### config.mk
export PLATFORM = sky130hd
export DESIGN_NAME = fclass_vec_gen
export DESIGN_NICKNAME = d
export VERILOG_FILES = /design/src/rtl/fclass_vec_gen.sv
export SDC_FILE = /design/constraint.sdc
export NUM_CORES = 1
export LEC_CHECK = 0
export ABC_CLOCK_PERIOD_IN_PS = 4500
export BUFFER_PORTS_ARGS = -buffer_cell sky130_fd_sc_hd__buf_2
export CAP_MARGIN = 20
export CORE_UTILIZATION = 60
export DETAILED_ROUTE_END_ITERATION = 6
export PLACE_DENSITY = 0.86
export SYNTH_ARGS = -nofsm -noshare
export SYNTH_HDL_FRONTEND = slang
export SYNTH_SLANG_ARGS = --single-unit
### constraint.sdc
create_clock -name i_clk -period 4.5 [get_ports i_clk]
set_input_delay 0.45 -clock i_clk [delete_from_list [all_inputs] [get_ports i_clk]]
set_output_delay 0.45 -clock i_clk [all_outputs]
set_load 0.05 [all_outputs]
### src/rtl/fclass_vec_gen.sv
// fclass_vec_gen: emits bursts of FP32 values that all fall in one requested IEEE-754 class
//   i_clk, i_rst (async, active high), i_en (global enable; low freezes all state)
//   i_req_valid/o_req_ready, i_req_class (one-hot, 10 bits), i_req_count (burst length)
//   o_out_valid/i_out_ready, o_out_f, o_out_class, o_out_last
//   o_done (burst complete or zero-length), o_err (rejected class), o_busy (in GEN)
module fclass_vec_gen #(
    parameter logic [31:0] SEED  = 32'hACE12D45,
    parameter int          CNT_W = 8
) (
    input  logic             i_clk,
    input  logic             i_rst,
    input  logic             i_en,
    input  logic             i_req_valid,
    output logic             o_req_ready,
    input  logic [9:0]       i_req_class,
    input  logic [CNT_W-1:0] i_req_count,
    output logic             o_out_valid,
    input  logic             i_out_ready,
    output logic [31:0]      o_out_f,
    output logic [9:0]       o_out_class,
    output logic             o_out_last,
    output logic             o_done,
    output logic             o_err,
    output logic             o_busy
);
    localparam logic [31:0] LFSR_MASK = 32'h80200003;
    localparam logic [31:0] SEED_OK   = (SEED == 32'h0) ? 32'h1 : SEED;

    typedef enum logic {IDLE, GEN} state_t;

    state_t           r_state, w_next;
    logic [31:0]      r_lfsr, r_f, w_lfsr_step;
    logic [CNT_W-1:0] r_rem;
    logic [9:0]       r_class;
    logic             r_done, r_err;
    logic             w_acc, w_hs, w_onehot, w_last, w_start, w_zero;

    // Shape a random word into the class: sign from the class, exponent/mantissa
    // clamped so the value cannot drift into a neighbouring class.
    function automatic logic [31:0] build(input logic [31:0] r, input logic [9:0] c);
        logic        s;
        logic [7:0]  e;
        logic [22:0] m;
        logic [21:0] p;
        s = |c[3:0];
        e = (r[30:23] == 8'h00) ? 8'h01 : (r[30:23] == 8'hFF) ? 8'hFE : r[30:23];
        m = (r[22:0] == 23'h0) ? 23'h1 : r[22:0];
        p = (r[21:0] == 22'h0) ? 22'h1 : r[21:0];
        return (c[0] | c[7]) ? {s, 8'hFF, 23'h0} :
               (c[3] | c[4]) ? {s, 31'h0} :
               (c[2] | c[5]) ? {s, 8'h00, m} :
               (c[1] | c[6]) ? {s, e, r[22:0]} :
               c[8]          ? {r[31], 8'hFF, 1'b0, p} :
                               {r[31], 8'hFF, 1'b1, r[21:0]};
    endfunction

    assign w_onehot    = (i_req_class != 10'h0) && ((i_req_class & (i_req_class - 10'd1)) == 10'h0);
    assign w_acc       = i_req_valid & o_req_ready;
    assign w_zero      = (i_req_count == '0);
    assign w_start     = w_acc & w_onehot & ~w_zero;
    assign w_hs        = o_out_valid & i_out_ready;
    assign w_last      = (r_state == GEN) && (r_rem == CNT_W'(1));
    assign w_lfsr_step = r_lfsr[0] ? ((r_lfsr >> 1) ^ LFSR_MASK) : (r_lfsr >> 1);
    assign o_out_f     = r_f;
    assign o_out_class = r_class;

    always_ff @(posedge i_clk or posedge i_rst) begin
        if (i_rst) r_state <= IDLE;
        else       r_state <= w_next;
    end

    always_comb begin
        w_next = r_state;
        if (r_state == IDLE && w_start) w_next = GEN;
        if (r_state == GEN && w_hs && w_last) w_next = IDLE;
    end

    always_comb begin
        o_req_ready = i_en & (r_state == IDLE);
        o_out_valid = i_en & (r_state == GEN);
        o_busy      = (r_state == GEN);
        o_out_last  = w_last;
        o_done      = r_done & i_en;
        o_err       = r_err & i_en;
    end

    // Every handshake, including the last, steps the LFSR so the next burst
    // continues the sequence rather than repeating the final word.
    always_ff @(posedge i_clk or posedge i_rst) begin
        if (i_rst) begin
            r_lfsr  <= SEED_OK;
            r_f     <= 32'h0;
            r_rem   <= '0;
            r_class <= 10'h0;
            r_done  <= 1'b0;
            r_err   <= 1'b0;
        end else begin
            r_done <= (w_hs & w_last) | (w_acc & w_onehot & w_zero);
            r_err  <= w_acc & ~w_onehot;
            if (w_start) begin
                r_class <= i_req_class;
                r_rem   <= i_req_count;
                r_f     <= build(r_lfsr, i_req_class);
            end else if (w_hs) begin
                r_lfsr <= w_lfsr_step;
                r_rem  <= r_rem - CNT_W'(1);
                if (!w_last) r_f <= build(w_lfsr_step, r_class);
            end
        end
    end
endmodule
### Yosys cells after proc, flatten, opt, wreduce, memory -nomap -nowiden

Cells that the tools add are included.

| word-level totals | value |
|---|---|
| register bits | 85 |
| output and inout port bits | 48 |
| word-level logic and storage cells | 85 |
| bits of input ports | 23 |

| operators by class | value |
|---|---|
| reductions and logical operators | 20 |
| mux-type cells | 26 |
| eq/ne operators | 4 |
| bitwise gates (word level) | 26 |
| $add $sub $neg | 2 |

Operator list:

| operator | number |
|---|---|
| 32-bit 2-to-1 mux | 12 |
| 23-bit 2-to-1 mux | 4 |
| 8-bit 2-to-1 mux | 6 |
| 23-bit logical NOT | 2 |
| 22-bit logical NOT | 2 |
| 22-bit 2-to-1 mux | 2 |
| 8-bit logical NOT | 3 |
| 8-bit == test, second input constant | 2 |
| 1-bit bitwise AND | 11 |
| 10-bit bitwise AND | 1 |
| 10-bit logical NOT | 1 |
| 10-bit nonzero test | 1 |
| 10-bit by 1-bit subtractor with 10-bit output, second input constant | 1 |
| 1-bit OR | 9 |
| 8-bit by 1-bit == test with 1-bit output, second input constant | 1 |
| 4-bit OR reduction | 2 |
| 8-bit by 1-bit subtractor with 8-bit output, second input constant | 1 |
| 1-bit logical AND | 5 |
| 1-bit inverter | 4 |
| 3-bit inverter with 4-bit output | 1 |
| 2-bit AND reduction | 2 |
| 2-bit nonzero test | 2 |
| 1-bit 2-to-1 mux | 2 |
| 2-bit by 1-bit != test with 1-bit output, second input constant | 1 |

### Logic depth before layout (Yosys ltp)

| logic depth | value |
|---|---|
| depth in word-level cells | 12 |
| mapped depth | 8 |
| mapped depth without buffers | 7 |

### Worst setup path after synthesis

OpenSTA, ideal clock, no wires.

| timing | value |
|---|---|
| kind | register to output |
| start | register r_rem[5] |
| end | output port o_out_last |
| setup slack | 1950 ps |
| arrival | 2100 ps |
| data required time | 4050 ps |
| cell stages (with the launch flop) | 3 |
| path buffers | 0 |
| cell sequence | dfrtp_1 or4_1 nor3_1 |

| between the ends | value |
|---|---|
| cells in the longest elaborated chain, start to end | 2 |

Ends and longest elaborated chain:

| item | line | RTL |
|---|---|---|
| from (decl) | 33 | `logic [CNT_W-1:0] r_rem;` |
| from (signal assigned) | 102 | `r_rem <= i_req_count;` |
| from (signal assigned) | 106 | `r_rem <= r_rem - CNT_W'(1);` |
| 8-bit by 1-bit == test with 1-bit output | 62 | `assign w_last = (r_state == GEN) && (r_rem == CNT_W'(1));` |
| 1-bit logical AND | 62 |  |
| to (decl) | 21 | `output logic o_out_last,` |

No other way between the ends.

### Final worst setup path

| timing | value |
|---|---|
| start | input port i_req_class[1] |
| end | register r_class[1], in the netlist o_out_class[1] |

| between the ends | value |
|---|---|
| cells in the longest elaborated chain, start to end | 6 |
| elaborated cells on any way between the ends | 7 |
| classes of those cells | add/sub: 1; bitwise: 3; reduce/logical: 3 |

Ends and longest elaborated chain:

| item | line | RTL |
|---|---|---|
| from (decl) | 15 | `input logic [9:0] i_req_class,` |
| 10-bit by 1-bit subtractor with 10-bit output | 57 | `assign w_onehot = (i_req_class != 10'h0) && ((i_req_class & (i_req_class - 10'd1)) == 10'h0);` |
| 10-bit bitwise AND | 57 |  |
| 10-bit logical NOT | 57 |  |
| 1-bit logical AND | 57 |  |
| 1-bit bitwise AND (2 in a row) | 60 | `assign w_start = w_acc & w_onehot & ~w_zero;` |
| to (signal assigned) | 101 | `r_class <= i_req_class;` |
| to (decl) | 34 | `logic [9:0] r_class;` |

Several ways; a longest one is shown, not always the timed one.
A chain may end at the register's enable or synchronous reset.

==> flow_metrics.tcl <==
set metrics [dict create \
    area_growth_pct 13.9 \
    final-setup-viol-count 0 \
    clock-sinks 85 \
    crit_fanout 48 \
    dieArea_sq_mm 0.00771 \
    finalCritPeriodShare_pct 67.2 \
    cap_viol_max_count 0 \
    peakVddDrop_v 0.000353 \
    fin_ws_ns 1.47 \
    clk_pin_slew_ns 0.08 \
    worstSetupEndpointType "flop" \
    via_per_inst 6.44 \
    grt_max_degree 60 \
    cp_slowest_cell "nand2b_2" \
    max_slew_margin_pct 27.6 \
    ys_warn_count 0 \
    synth-edff-count 0 \
    path_buf_inv 2 \
    rr_worst_depth 6 \
    overflow 0 \
    async_reset_ff_share_pct 100 \
    gp_congestion 0.938 \
    nets 550 \
    drive_gt1_share_pct 23.6 \
    dpl_worst_slack_ns 1.16 \
    finalHoldViolCount 0 \
    dr.pass1.iters 5 \
    hpwl_um 7230 \
    tightest_slew_ns 1.09 \
    fill_cells 511 \
    fmax_mhz 331 \
    post_synth_num_cell_types 56 \
    rows 30 \
    cp.arrival_ns 3.26 \
    design_area_sq_mm 0.00503 \
    rsz0062_at_grt "false" \
    place_area_sq_mm 0.00480 \
    die_y_um 87.8 \
    p_leak_nw 2.20 \
    wl_per_cell_um 17.7 \
    antenna_cells 0 \
    num_vias 4028 \
    htreeDepth 3 \
    multi_input_area_sq_mm 0.00205 \
    crit_family "simple AND/OR/NAND/NOR gates" \
    report.final.slew_viol_count 0 \
    cts_tree "built" \
    ys_ff_latch 85 \
    period_needed_ns 3.03 \
    wl_um 11100 \
    seq_area_sq_mm 0.00215 \
    antenna_found_initial 0 \
    whs_path_depth 2 \
    dp.cells 607 \
    die_width_um 87.8 \
    root_buffer "clkbuf_8" \
    clkLatencyLatePin_ns 0.36 \
    coreArea_sq_mm 0.00694 \
    synth_top_flop_cell "dfrtp_1" \
    crit_type "input pin to flop" \
    tns_ns 0 \
    remaining_drc_errors 0 \
    synthCells 462 \
    clk_path_buf_depth 2 \
    synth-seq-area-share_pct 48.6 \
    crit_cells 7 \
    min_path_type "input pin to flop" \
    io_buffers 70 \
    start_util_pct 63.6 \
    syn_area_per_cell_sq_um 9.57 \
    holdWs_ns 0.336 \
    ant_nets 0 \
    power_density_mw_per_mm2 674 \
    grt_usage_pct 30.8 \
    pin_count 71 \
    drtIter0Drc 364 \
    crit_chain "buf_2 > or4_4 > a211oi_1 > o211ai_1 > buf_4 > nand2b_2 > mux2_1" \
    grt_pass1_wl_um 18000 \
    slowest_delay_ns 0.77 \
    cts_buffers 9 \
    outcome "complete, no violations" \
    start_kind "input pin" \
    grt_pass1_vias 3869 \
    worst_ep_required_time_ns 4.74 \
    synth_area_sq_mm 0.00442 \
    skew_ns 0.00784 \
    final_cell_count_no_fill 625 \
    syn_nets 488 \
]
## final cells by class
class | count | share of cell area, %
Clock buffer | 12 | 2.88
Inverter | 22 | 1.67
Tap cell | 96 | 2.39
Timing Repair Buffer | 79 | 8.75
Clock inverter | 4 | 0.945
Multi-Input combinational cell | 327 | 40.7
Sequential cell | 85 | 42.6
## cell usage after synthesis (2+ instances only)
library cell	count	area (sq um)
and3_1	2	12.5
mux2i_1	4	40.0
dfstp_2	15	394
buf_6	6	67.6
nand3b_1	3	22.5
nor2_1	16	60.1
nor4b_1	3	26.3
nor4b_2	3	45.0
nor3_1	11	55.1
nor4_1	13	81.3
nand4_1	5	31.3
o21ai_0	42	210
a21oi_1	37	185
or2_2	3	18.8
buf_2	3	15.0
nand2_1	70	263
o311ai_1	4	35.0
ha_1	3	37.5
dfrtp_1	70	1750
o41a_1	2	22.5
or4_1	2	15.0
a211o_1	2	17.5
nor2b_1	3	18.8
or4_4	2	22.5
xor2_1	2	17.5
clkbuf_1	19	71.3
o221ai_1	14	123
and2_1	4	25.0
nand3_1	9	45.0
xnor2_1	6	52.6
or3_1	2	12.5
a22oi_1	2	15.0
inv_1	22	82.6
mux2_1	9	101
a211oi_1	2	15.0
o211ai_1	26	195
a311oi_1	2	17.5
## kinds of logic (layout without fill, tap and decap cells)
group	Yosys count	in the layout	synth area share [%]
adders and majority gates	3	3	0.849
muxes	14	14	3.45
xor gates and xnor gates	8	8	1.59
AOI/OAI and AO/OA	146	146	22.0
and+or+nand+nor	156	156	18.2
DFF	85	85	48.6
buffers and inverters	50	117	5.35
## report_power, final
part | switching (W) | internal (W) | leakage, nW
clock network | 0.000271 | 0.000270 | 0.0964
logic | 0.000999 | 0.000435 | 1.04
registers | 0.000303 | 0.00112 | 1.06
## worst paths after layout
check                                            from                         end  slack (ns)
setup / recovery                       i_req_class[1]  o_out_class[1]$_DFFE_PP0N_        1.47
hold / removal                         i_req_count[2]        r_rem[2]$_DFFE_PP0P_        0.34
setup reg to reg                   o_busy$_DFFE_PP0P_  o_out_class[1]$_DFFE_PP0N_        1.66
hold reg to reg            o_out_class[9]$_DFFE_PP0N_  o_out_class[9]$_DFFE_PP0N_        0.49
max in group asynchronous                       i_rst       r_lfsr[8]$_DFFE_PP1P_        3.03
min in group asynchronous                       i_rst      o_out_f[8]$_DFFE_PP0P_        0.52
## what timing repair did
action / in CTS / in global routing
gates resized for setup: 0 / 0
buffers inserted: 0 / 0
endpoints found under the hold margin: 0 / 6
hold buffers: 0 / 1
## worst register-to-register path, delay by kind of cell, from the launching register on
| kind | cells | cell delay (ns) |
|---|---|---|
| AO/OA/AOI/OAI | 2 | 0.41 |
| flip-flops | 1 | 0.44 |
| AND/OR/NAND/NOR | 2 | 1.02 |
| multiplexers | 1 | 0.57 |
| buffers and inverters | 1 | 0.28 |
## through the flow
step                      util [%]  total power [W]
after floorplan                  -          0.00245
after CTS                     71.9          0.00339
after detailed placement      69.2          0.00284
after global routing          72.5          0.00359
after global placement        69.2          0.00278
final                         72.5          0.00339
## cell usage in the layout (no fill, tap or decap), drive strengths merged, types with 2 or more instances in the layout
master	count
buf	78
nand2	70
dfrtp	70
o21ai	42
a21oi	37
o211ai	26
inv	21
nor2	16
dfstp	15
o221ai	14
nor4	14
clkbuf	12
nor3	11
mux2	10
nand3	9
xnor2	6
nor4b	6
nand4	5
mux2i	4
and2	4
o311ai	4
or4	4
nand3b	3
nor2b	3
or2	3
clkinv	3
ha	3
a211oi	2
a211o	2
o41a	2
xor2	2
and3	2
or3	2
a22oi	2
a311oi	2
o31ai	2
## per-layer routing
metal / share of wire, % / global-route usage (%)
met5: 0 / 0
met4: 2.6 / 17.4
met3: 7.9 / 5.66
met2: 48 / 49.0
met1: 42 / 39.7
## sequential cells by signal, indices dropped and copies added, names as in the netlist
register and cells:
r_done 1, r_err 1, o_out_f 32, o_busy 1, r_lfsr 32, o_out_class 10, r_rem 8
Note: power is estimated with default switching activity, not from simulation.
